**src/rtl/router_pkg.sv**
```systemverilog
// Shared router types: flit format, port and state encodings, and the XY
// routing function used by every input unit.
package router_pkg;

    localparam int unsigned FLIT_DATA_BITS = 16;
    localparam int unsigned COORD_BITS     = FLIT_DATA_BITS / 2;
    localparam int unsigned NUM_OF_FLITS   = 4;
    localparam int unsigned NUM_OF_PORTS   = 5;

    typedef enum logic [1:0] {
        NONE_FLIT = 2'd0,
        HEAD_FLIT = 2'd1,
        BODY_FLIT = 2'd2,
        TAIL_FLIT = 2'd3
    } FLIT_TYPE_t;

    // NONE_PORT is zero so an idle pipeline bus is all-zero.
    typedef enum logic [2:0] {
        NONE_PORT  = 3'd0,
        LOCAL_PORT = 3'd1,
        NORTH_PORT = 3'd2,
        EAST_PORT  = 3'd3,
        SOUTH_PORT = 3'd4,
        WEST_PORT  = 3'd5
    } PORT_t;

    typedef enum logic [1:0] {
        IDLE    = 2'd0,
        ACTIVE  = 2'd1,
        BLOCKED = 2'd2,
        DRAIN   = 2'd3
    } GLOBAL_STATE_t;

    typedef struct packed {
        logic       valid;
        FLIT_TYPE_t flit_type;
    } FLIT_HEADER_t;

    // For head flits data holds {xaddr, yaddr}.
    typedef struct packed {
        FLIT_HEADER_t              head;
        logic [FLIT_DATA_BITS-1:0] data;
    } FLIT_t;

    localparam int unsigned FLIT_SIZE = $bits(FLIT_t);

    typedef struct packed {
        FLIT_t flit;
        PORT_t target_port;
    } router_pipeline_bus_t;

    // Dimension-ordered routing: resolve x first, then y.
    function automatic PORT_t xy_route(input logic [COORD_BITS-1:0] xaddr,
                                       input logic [COORD_BITS-1:0] yaddr,
                                       input logic [COORD_BITS-1:0] cur_x,
                                       input logic [COORD_BITS-1:0] cur_y);
        PORT_t port;
        if (xaddr > cur_x)      port = EAST_PORT;
        else if (xaddr < cur_x) port = WEST_PORT;
        else if (yaddr > cur_y) port = SOUTH_PORT;
        else if (yaddr < cur_y) port = NORTH_PORT;
        else                    port = LOCAL_PORT;
        return port;
    endfunction

endpackage

```
**src/rtl/router_input_unit_if.sv**
```systemverilog
// Link-side and switch-side handshake of one router input unit.
interface router_input_unit_if;
    import router_pkg::*;

    FLIT_t                in_flit;
    logic                 in_ready;
    router_pipeline_bus_t out_bus;
    logic                 out_valid;
    logic                 out_ready;

    modport master (
        output in_flit,
        output out_ready,
        input  in_ready,
        input  out_bus,
        input  out_valid
    );

    modport slave (
        input  in_flit,
        input  out_ready,
        output in_ready,
        output out_bus,
        output out_valid
    );

endinterface

```
**src/rtl/router_input_unit_flit_fifo.sv**
```systemverilog
// Flit FIFO with power-of-two depth and naturally wrapping pointers. No bypass:
// a push while full is ignored, a pop while empty is ignored.
module flit_fifo #(
    parameter int unsigned WIDTH = 8,
    parameter int unsigned DEPTH = 4
) (
    input  logic             clk,
    input  logic             rst,
    input  logic             push,
    input  logic             pop,
    input  logic [WIDTH-1:0] din,
    output logic [WIDTH-1:0] dout,
    output logic             full,
    output logic             empty
);

    localparam int unsigned PW = $clog2(DEPTH);
    localparam logic [PW:0] FULL_COUNT = (PW + 1)'(DEPTH);

    logic [PW-1:0]    wr_ptr_q, wr_ptr_d, rd_ptr_q, rd_ptr_d;
    logic [PW:0]      count_q, count_d;
    logic [WIDTH-1:0] mem_q [DEPTH];
    logic [WIDTH-1:0] mem_d [DEPTH];
    logic             do_push, do_pop;

    assign full    = (count_q == FULL_COUNT);
    assign empty   = (count_q == '0);
    assign do_push = push && !full;
    assign do_pop  = pop && !empty;
    assign dout    = mem_q[rd_ptr_q];

    // Next-state for storage, pointers and occupancy.
    always_comb begin
        mem_d    = mem_q;
        wr_ptr_d = wr_ptr_q;
        rd_ptr_d = rd_ptr_q;
        if (do_push) begin
            mem_d[wr_ptr_q] = din;
            wr_ptr_d        = wr_ptr_q + 1'b1;
        end
        if (do_pop) begin
            rd_ptr_d = rd_ptr_q + 1'b1;
        end
        count_d = count_q + {{PW{1'b0}}, do_push} - {{PW{1'b0}}, do_pop};
    end

    // Pointer and count registers.
    always_ff @(posedge clk) begin
        if (rst) begin
            wr_ptr_q <= '0;
            rd_ptr_q <= '0;
            count_q  <= '0;
        end else begin
            wr_ptr_q <= wr_ptr_d;
            rd_ptr_q <= rd_ptr_d;
            count_q  <= count_d;
        end
    end

    // Storage needs no reset; empty entries are never presented.
    always_ff @(posedge clk) begin
        mem_q <= mem_d;
    end

endmodule

```
**src/rtl/router_input_unit.sv**
```systemverilog
// Router input unit: buffers flits from one link, routes the head flit with XY
// routing, holds that route for the whole packet and presents tagged flits to
// the switch. Define ROUTER_INPUT_STATS_EN to add the saturating drop_cnt port.
module router_input_unit
    import router_pkg::*;
#(
    parameter int unsigned            DEPTH    = NUM_OF_FLITS,
    parameter logic [COORD_BITS-1:0]  ROUTER_X = '0,
    parameter logic [COORD_BITS-1:0]  ROUTER_Y = '0
) (
    input  logic                      clk,
    input  logic                      rst,
    router_input_unit_if.slave        bus,
    output logic                      busy,
    output logic                      proto_err
`ifdef ROUTER_INPUT_STATS_EN
    ,
    output logic [7:0]                drop_cnt
`endif
);

    logic                 push, pop, full, empty;
    logic [FLIT_SIZE-1:0] din_raw, front_raw;
    FLIT_t                front;
    logic                 front_is_head, stray_head, drop, out_fire;

    GLOBAL_STATE_t state_q, state_d;
    PORT_t         target_q, target_d;
    logic          head_pending_q, head_pending_d;
    logic          proto_err_q, proto_err_d;

    assign din_raw = bus.in_flit;
    assign front   = FLIT_t'(front_raw);

    flit_fifo #(
        .WIDTH (FLIT_SIZE),
        .DEPTH (DEPTH)
    ) u_fifo (
        .clk   (clk),
        .rst   (rst),
        .push  (push),
        .pop   (pop),
        .din   (din_raw),
        .dout  (front_raw),
        .full  (full),
        .empty (empty)
    );

    // Handshake decode. The packet's own head stays at the front after routing;
    // any other head seen while ACTIVE is stray and is dropped, never presented.
    always_comb begin
        front_is_head = (front.head.flit_type == HEAD_FLIT);
        stray_head    = (state_q == ACTIVE) && !empty && front_is_head && !head_pending_q;
        drop          = !empty && (((state_q == IDLE) && !front_is_head) || stray_head);
        bus.out_valid = (state_q == ACTIVE) && !empty && !stray_head;
        out_fire      = bus.out_valid && bus.out_ready;
        pop           = out_fire || drop;
        push          = bus.in_flit.head.valid && !full;
        bus.in_ready  = !full;
        bus.out_bus.flit        = bus.out_valid ? front : '0;
        bus.out_bus.target_port = bus.out_valid ? target_q : NONE_PORT;
    end

    // Wormhole FSM next-state: lock the route on a head, release on tail pop.
    always_comb begin
        state_d        = state_q;
        target_d       = target_q;
        head_pending_d = head_pending_q;
        proto_err_d    = proto_err_q | drop;
        unique case (state_q)
            IDLE: begin
                if (!empty && front_is_head) begin
                    state_d        = ACTIVE;
                    target_d       = xy_route(front.data[FLIT_DATA_BITS-1:COORD_BITS],
                                              front.data[COORD_BITS-1:0], ROUTER_X, ROUTER_Y);
                    head_pending_d = 1'b1;
                end
            end
            ACTIVE: begin
                if (out_fire) begin
                    head_pending_d = 1'b0;
                    if (front.head.flit_type == TAIL_FLIT) begin
                        state_d  = IDLE;
                        target_d = NONE_PORT;
                    end
                end
            end
            default: begin
                state_d  = IDLE;
                target_d = NONE_PORT;
            end
        endcase
    end

    // FSM and status registers.
    always_ff @(posedge clk) begin
        if (rst) begin
            state_q        <= IDLE;
            target_q       <= NONE_PORT;
            head_pending_q <= 1'b0;
            proto_err_q    <= 1'b0;
        end else begin
            state_q        <= state_d;
            target_q       <= target_d;
            head_pending_q <= head_pending_d;
            proto_err_q    <= proto_err_d;
        end
    end

    assign busy      = (state_q == ACTIVE);
    assign proto_err = proto_err_q;

`ifdef ROUTER_INPUT_STATS_EN
    logic [7:0] drop_cnt_q, drop_cnt_d;

    // Saturating count of dropped flits.
    always_comb begin
        drop_cnt_d = drop_cnt_q;
        if (drop && (drop_cnt_q != 8'hFF)) begin
            drop_cnt_d = drop_cnt_q + 8'd1;
        end
    end

    // Drop counter register.
    always_ff @(posedge clk) begin
        if (rst) begin
            drop_cnt_q <= '0;
        end else begin
            drop_cnt_q <= drop_cnt_d;
        end
    end

    assign drop_cnt = drop_cnt_q;
`endif

endmodule

```
**src/flat_wrapper.sv**
```systemverilog
// flat-port wrapper written by rule: the top's interface ports become plain ports
module router_input_unit_flat import router_pkg::*;
#(
    parameter int unsigned            DEPTH    = NUM_OF_FLITS,
    parameter logic [COORD_BITS-1:0]  ROUTER_X = '0,
    parameter logic [COORD_BITS-1:0]  ROUTER_Y = '0
)
  (clk, rst, busy, proto_err, bus_in_flit, bus_out_ready, bus_in_ready, bus_out_bus, bus_out_valid);
  router_input_unit_if bus_i ();
  input  logic clk;
  input  logic rst;
  output logic busy;
  output logic proto_err;
  input wire logic [$bits(bus_i.in_flit)-1:0] bus_in_flit;
  input wire logic [$bits(bus_i.out_ready)-1:0] bus_out_ready;
  output wire logic [$bits(bus_i.in_ready)-1:0] bus_in_ready;
  output wire logic [$bits(bus_i.out_bus)-1:0] bus_out_bus;
  output wire logic [$bits(bus_i.out_valid)-1:0] bus_out_valid;
  assign bus_i.in_flit = bus_in_flit;
  assign bus_i.out_ready = bus_out_ready;
  assign bus_in_ready = bus_i.in_ready;
  assign bus_out_bus = bus_i.out_bus;
  assign bus_out_valid = bus_i.out_valid;
  router_input_unit #(.DEPTH(DEPTH), .ROUTER_X(ROUTER_X), .ROUTER_Y(ROUTER_Y)) u_core (.clk(clk), .rst(rst), .bus(bus_i), .busy(busy), .proto_err(proto_err));
endmodule
```
**config.mk**
```make
export PLATFORM = sky130hd
export DESIGN_NAME = router_input_unit_flat
export DESIGN_NICKNAME = d
export VERILOG_FILES = /design/src/rtl/router_pkg.sv /design/src/rtl/router_input_unit_if.sv /design/src/rtl/router_input_unit_flit_fifo.sv /design/src/rtl/router_input_unit.sv /design/src/flat_wrapper.sv
export SDC_FILE = /design/constraint.sdc
export NUM_CORES = 1
export LEC_CHECK = 0
export ABC_AREA = 1
export BUFFER_PORTS_ARGS = -buffer_cell sky130_fd_sc_hd__buf_2
export CORE_ASPECT_RATIO = 1.2
export CORE_MARGIN = 3
export CORE_UTILIZATION = 25
export DETAILED_ROUTE_END_ITERATION = 6
export PLACE_DENSITY_LB_ADDON = 0.2
export SETUP_SLACK_MARGIN = 0.1
export SYNTH_ARGS = -nofsm -noshare
export SYNTH_HDL_FRONTEND = slang
export SYNTH_SLANG_ARGS = --single-unit
```
**constraint.sdc**
```tcl
create_clock -name clk -period 7.5 [get_ports clk]
set_clock_uncertainty 0.2 [all_clocks]
set_input_delay 1.125 -clock clk [delete_from_list [all_inputs] [get_ports clk]]
set_output_delay 1.125 -clock clk [all_outputs]
set_load 0.05 [all_outputs]
```
==> impl_results.md <==
- Share of cells above drive strength 1: 0.185
- Initial Utilization: 0.259
- Initial DRT Pass Iterations: 4
- Via count: 2567
- Worst vdd rail ir drop: 0.103 mV
- Placed Area: 4220 um2
- Core ar.: 14600 um2
- Number of flops mapped to enable cells by yosys: 76
- Postcts setup bufs: 0
- Crit path arrival time: 3.46 ns
- CP dominant cell by count: nand2_1
- Cell Count, Final, Fillers Out: 617
- Critical Path End Type: output port
- Post-Syn Area: 3780 um2
- Critical path launch point type: flop
- Initial antenna violation count: 1
- Max frequency: 0.209 GHz
- DRC: 0
- CP cell instances: inv_2 > nand3_1 > nand2_1 > nand3_2 > nand2_1 > nor2_1 > buf_2
- Global-route wire length before repair: 13400 um
- Final ANT Viol Nets: 0
- Gpl congestion: 0.682
- Leakage: 1.86 nW
- Syn nets: 391
- Avg WL per Cell: 13.6 um
- Slew Limit Fails: 0
- Top cells by count, synth: nand2_1, edfxtp_1, nand3_1, nor2_1, inv_1
- Flop-to-flop setup slack: 3.94 ns
- CP peak stage delay: 0.98 ns
- Main area contributors after synthesis: edfxtp_1, nand2_1, dfxtp_1
- Req. time, crit path: 6.17 ns
- Clk slew on worst S/H paths: 0.06 ns
- Total Negative Setup Slacks: 0 ns
- Rows: 48
- Die Span Y: 141 um
- Async S/R FF share, synth: 0
- Hold crit path type: reg -> reg
- Synth warn: 0
- Largest net degree at the start of global routing: 42
- Multi-input logic area: 1040 um2
- Count leader, synth: nand2_1
- Crit path max-delay cell type: dfxtp_1
- CTS root buf: clkbuf_16
- Pwr dens: 369 nW/um2
- Sequential-to-total area share from yosys stat: 0.673
- Clk sinks: 89
- Fillers: 1493
- Worst-Margin Slew: 1.00 ns
- Post-synth cell types: 22
- Fin crit period: 4.79 ns
- RSZ-0062 raised after global routing: no
- Period utilization: 0.639
- Seq. cell area: 2540 um2
- Post-CTS Hold Fix Bufs: 0
- Post-cts sizing count: 0
- Largest area contributor in the netlist: edfxtp_1
- Grt total ovfl: 0
- Drt initial violations: 147
- CTS tree: yes
- Vias in the first global route: 2579
- Final hold vios: 0
- Die width: 118 um
- Crit path kind: reg -> out
- Yosys reg bits: 89
- Crit-path leading delay family: simple AND/OR/NAND/NOR gates
- GRT Util Overall: 0.105
- Main synth FF type: edfxtp_1
- Maximum fanout along the worst path: 22
- Yosys top cell area share: 0.604
- DPL Wire Length: 5350 um
- Drt total wl: 8380 um
- Cells after Synth: 362
- Clock latency on the worst-skew pair: 0.34 ns
- Longest Clk Path Bufs: 2
- Post-Place Cells: 600
- Setup violators final: 0
- DIE AREA: 16600 um2
- Syn Area/Cell: 10.4 um2
- Design area: 4540 um2
- WP buf/inv: 2
- Area Growth Syn to Fin: 20.0%
- Number of nets in the layout: 440
- Io pins: 48
- CTS Buf Count: 9
- CTS H-tree depth: 3
- Relative slew slack: 0.330
- Drt via density: 4.16
- Port buffer count: 47
- Outcome: completed
- Max-Cap Viols: 0
==> final timing paths <==
kind                                                from                             endpoint  cells after the start
setup / recovery  u_core.u_fifo.rd_ptr_q[1]$_SDFFE_PP0P_                       bus_out_bus[6]                      7
hold / removal           u_core.target_q[2]$_SDFFE_PP0P_      u_core.target_q[2]$_SDFFE_PP0P_                      2
setup reg to reg  u_core.u_fifo.rd_ptr_q[1]$_SDFFE_PP0P_  u_core.u_fifo.count_q[2]$_SDFF_PP0_                     13
hold reg to reg          u_core.target_q[2]$_SDFFE_PP0P_      u_core.target_q[2]$_SDFFE_PP0P_                      2
==> area by class of cell <==
| cell class | instances | area share |
|---|---|---|
| diodes | 1 | 0.000552 |
| repair buffers | 52 | 0.0601 |
| clock inverters | 7 | 0.0188 |
| multi-input cells | 229 | 0.230 |
| well taps | 200 | 0.0552 |
| flip-flops and latches | 89 | 0.561 |
| clock buffers | 9 | 0.0497 |
| inverters | 30 | 0.0248 |
==> through the flow <==
stage	setup slack, ns	hold slack (ns)	total power [mW]	util
final	2.71	0.261	1.67	0.311
after global placement	3.04	0.258	1.22	0.289
after detailed placement	3.01	0.252	1.23	0.289
after CTS	2.64	0.262	1.70	0.311
after floorplan	4.33	0.235	1.09	-
after global routing	2.34	0.300	1.78	0.311
==> layout by cell type (no fill, tap or decap), types with 5 or more instances in the layout <==
cell type  Yosys  final
nand2_1      116    116
edfxtp_1      76     76
buf_2          9     47
nand3_1       42     42
nor2_1        38     38
inv_1         25     25
dfxtp_1       13     13
a21oi_1       10     10
clkbuf_16      0      9
o21ai_0        7      7
ha_1           6      6
inv_2          5      5
buf_4          2      5
==> tightest hold or removal path, stage by stage, from the launching register on <==
cell	delay, ns
dfxtp_1	0.31
nand2_1	0.06
a21oi_1	0.05
==> cells by family after synthesis <==
| family | synth area share |
|---|---|
| buffers and inverters | 0.0507 |
| and+or+nand+nor | 0.222 |
| DFF | 0.673 |
| xor gates and xnor gates | 0.00464 |
| adders and majority gates | 0.0252 |
| AOI/OAI and AO/OA | 0.0248 |
==> where the power goes <==
group	switching [mW]	internal, mW	leakage [nW]
combinational	0.405	0.149	0.903
sequential	0.0421	0.611	0.803
clock	0.178	0.288	0.150
==> metal layers <==
layer | global-route usage | vias up | share of wire
met5 | 0 | - | 0
met4 | 0.0660 | 0 | 0.036
met3 | 0.0197 | 19 | 0.036
met2 | 0.181 | 59 | 0.48
met1 | 0.121 | 1195 | 0.45
li1 | - | 1294 | -
==> flip-flops by register name (all words and copies together), names as in the netlist <==
signal,count
u_core.u_fifo.rd_ptr_q,2
u_core.u_fifo.wr_ptr_q,2
u_core.head_pending_q,1
u_core.target_q,3
u_core.state_q,1
u_core.u_fifo.mem_q,76
u_core.u_fifo.count_q,3
u_core.proto_err,1
No activity file was read; power rests on OpenSTA's default activity.
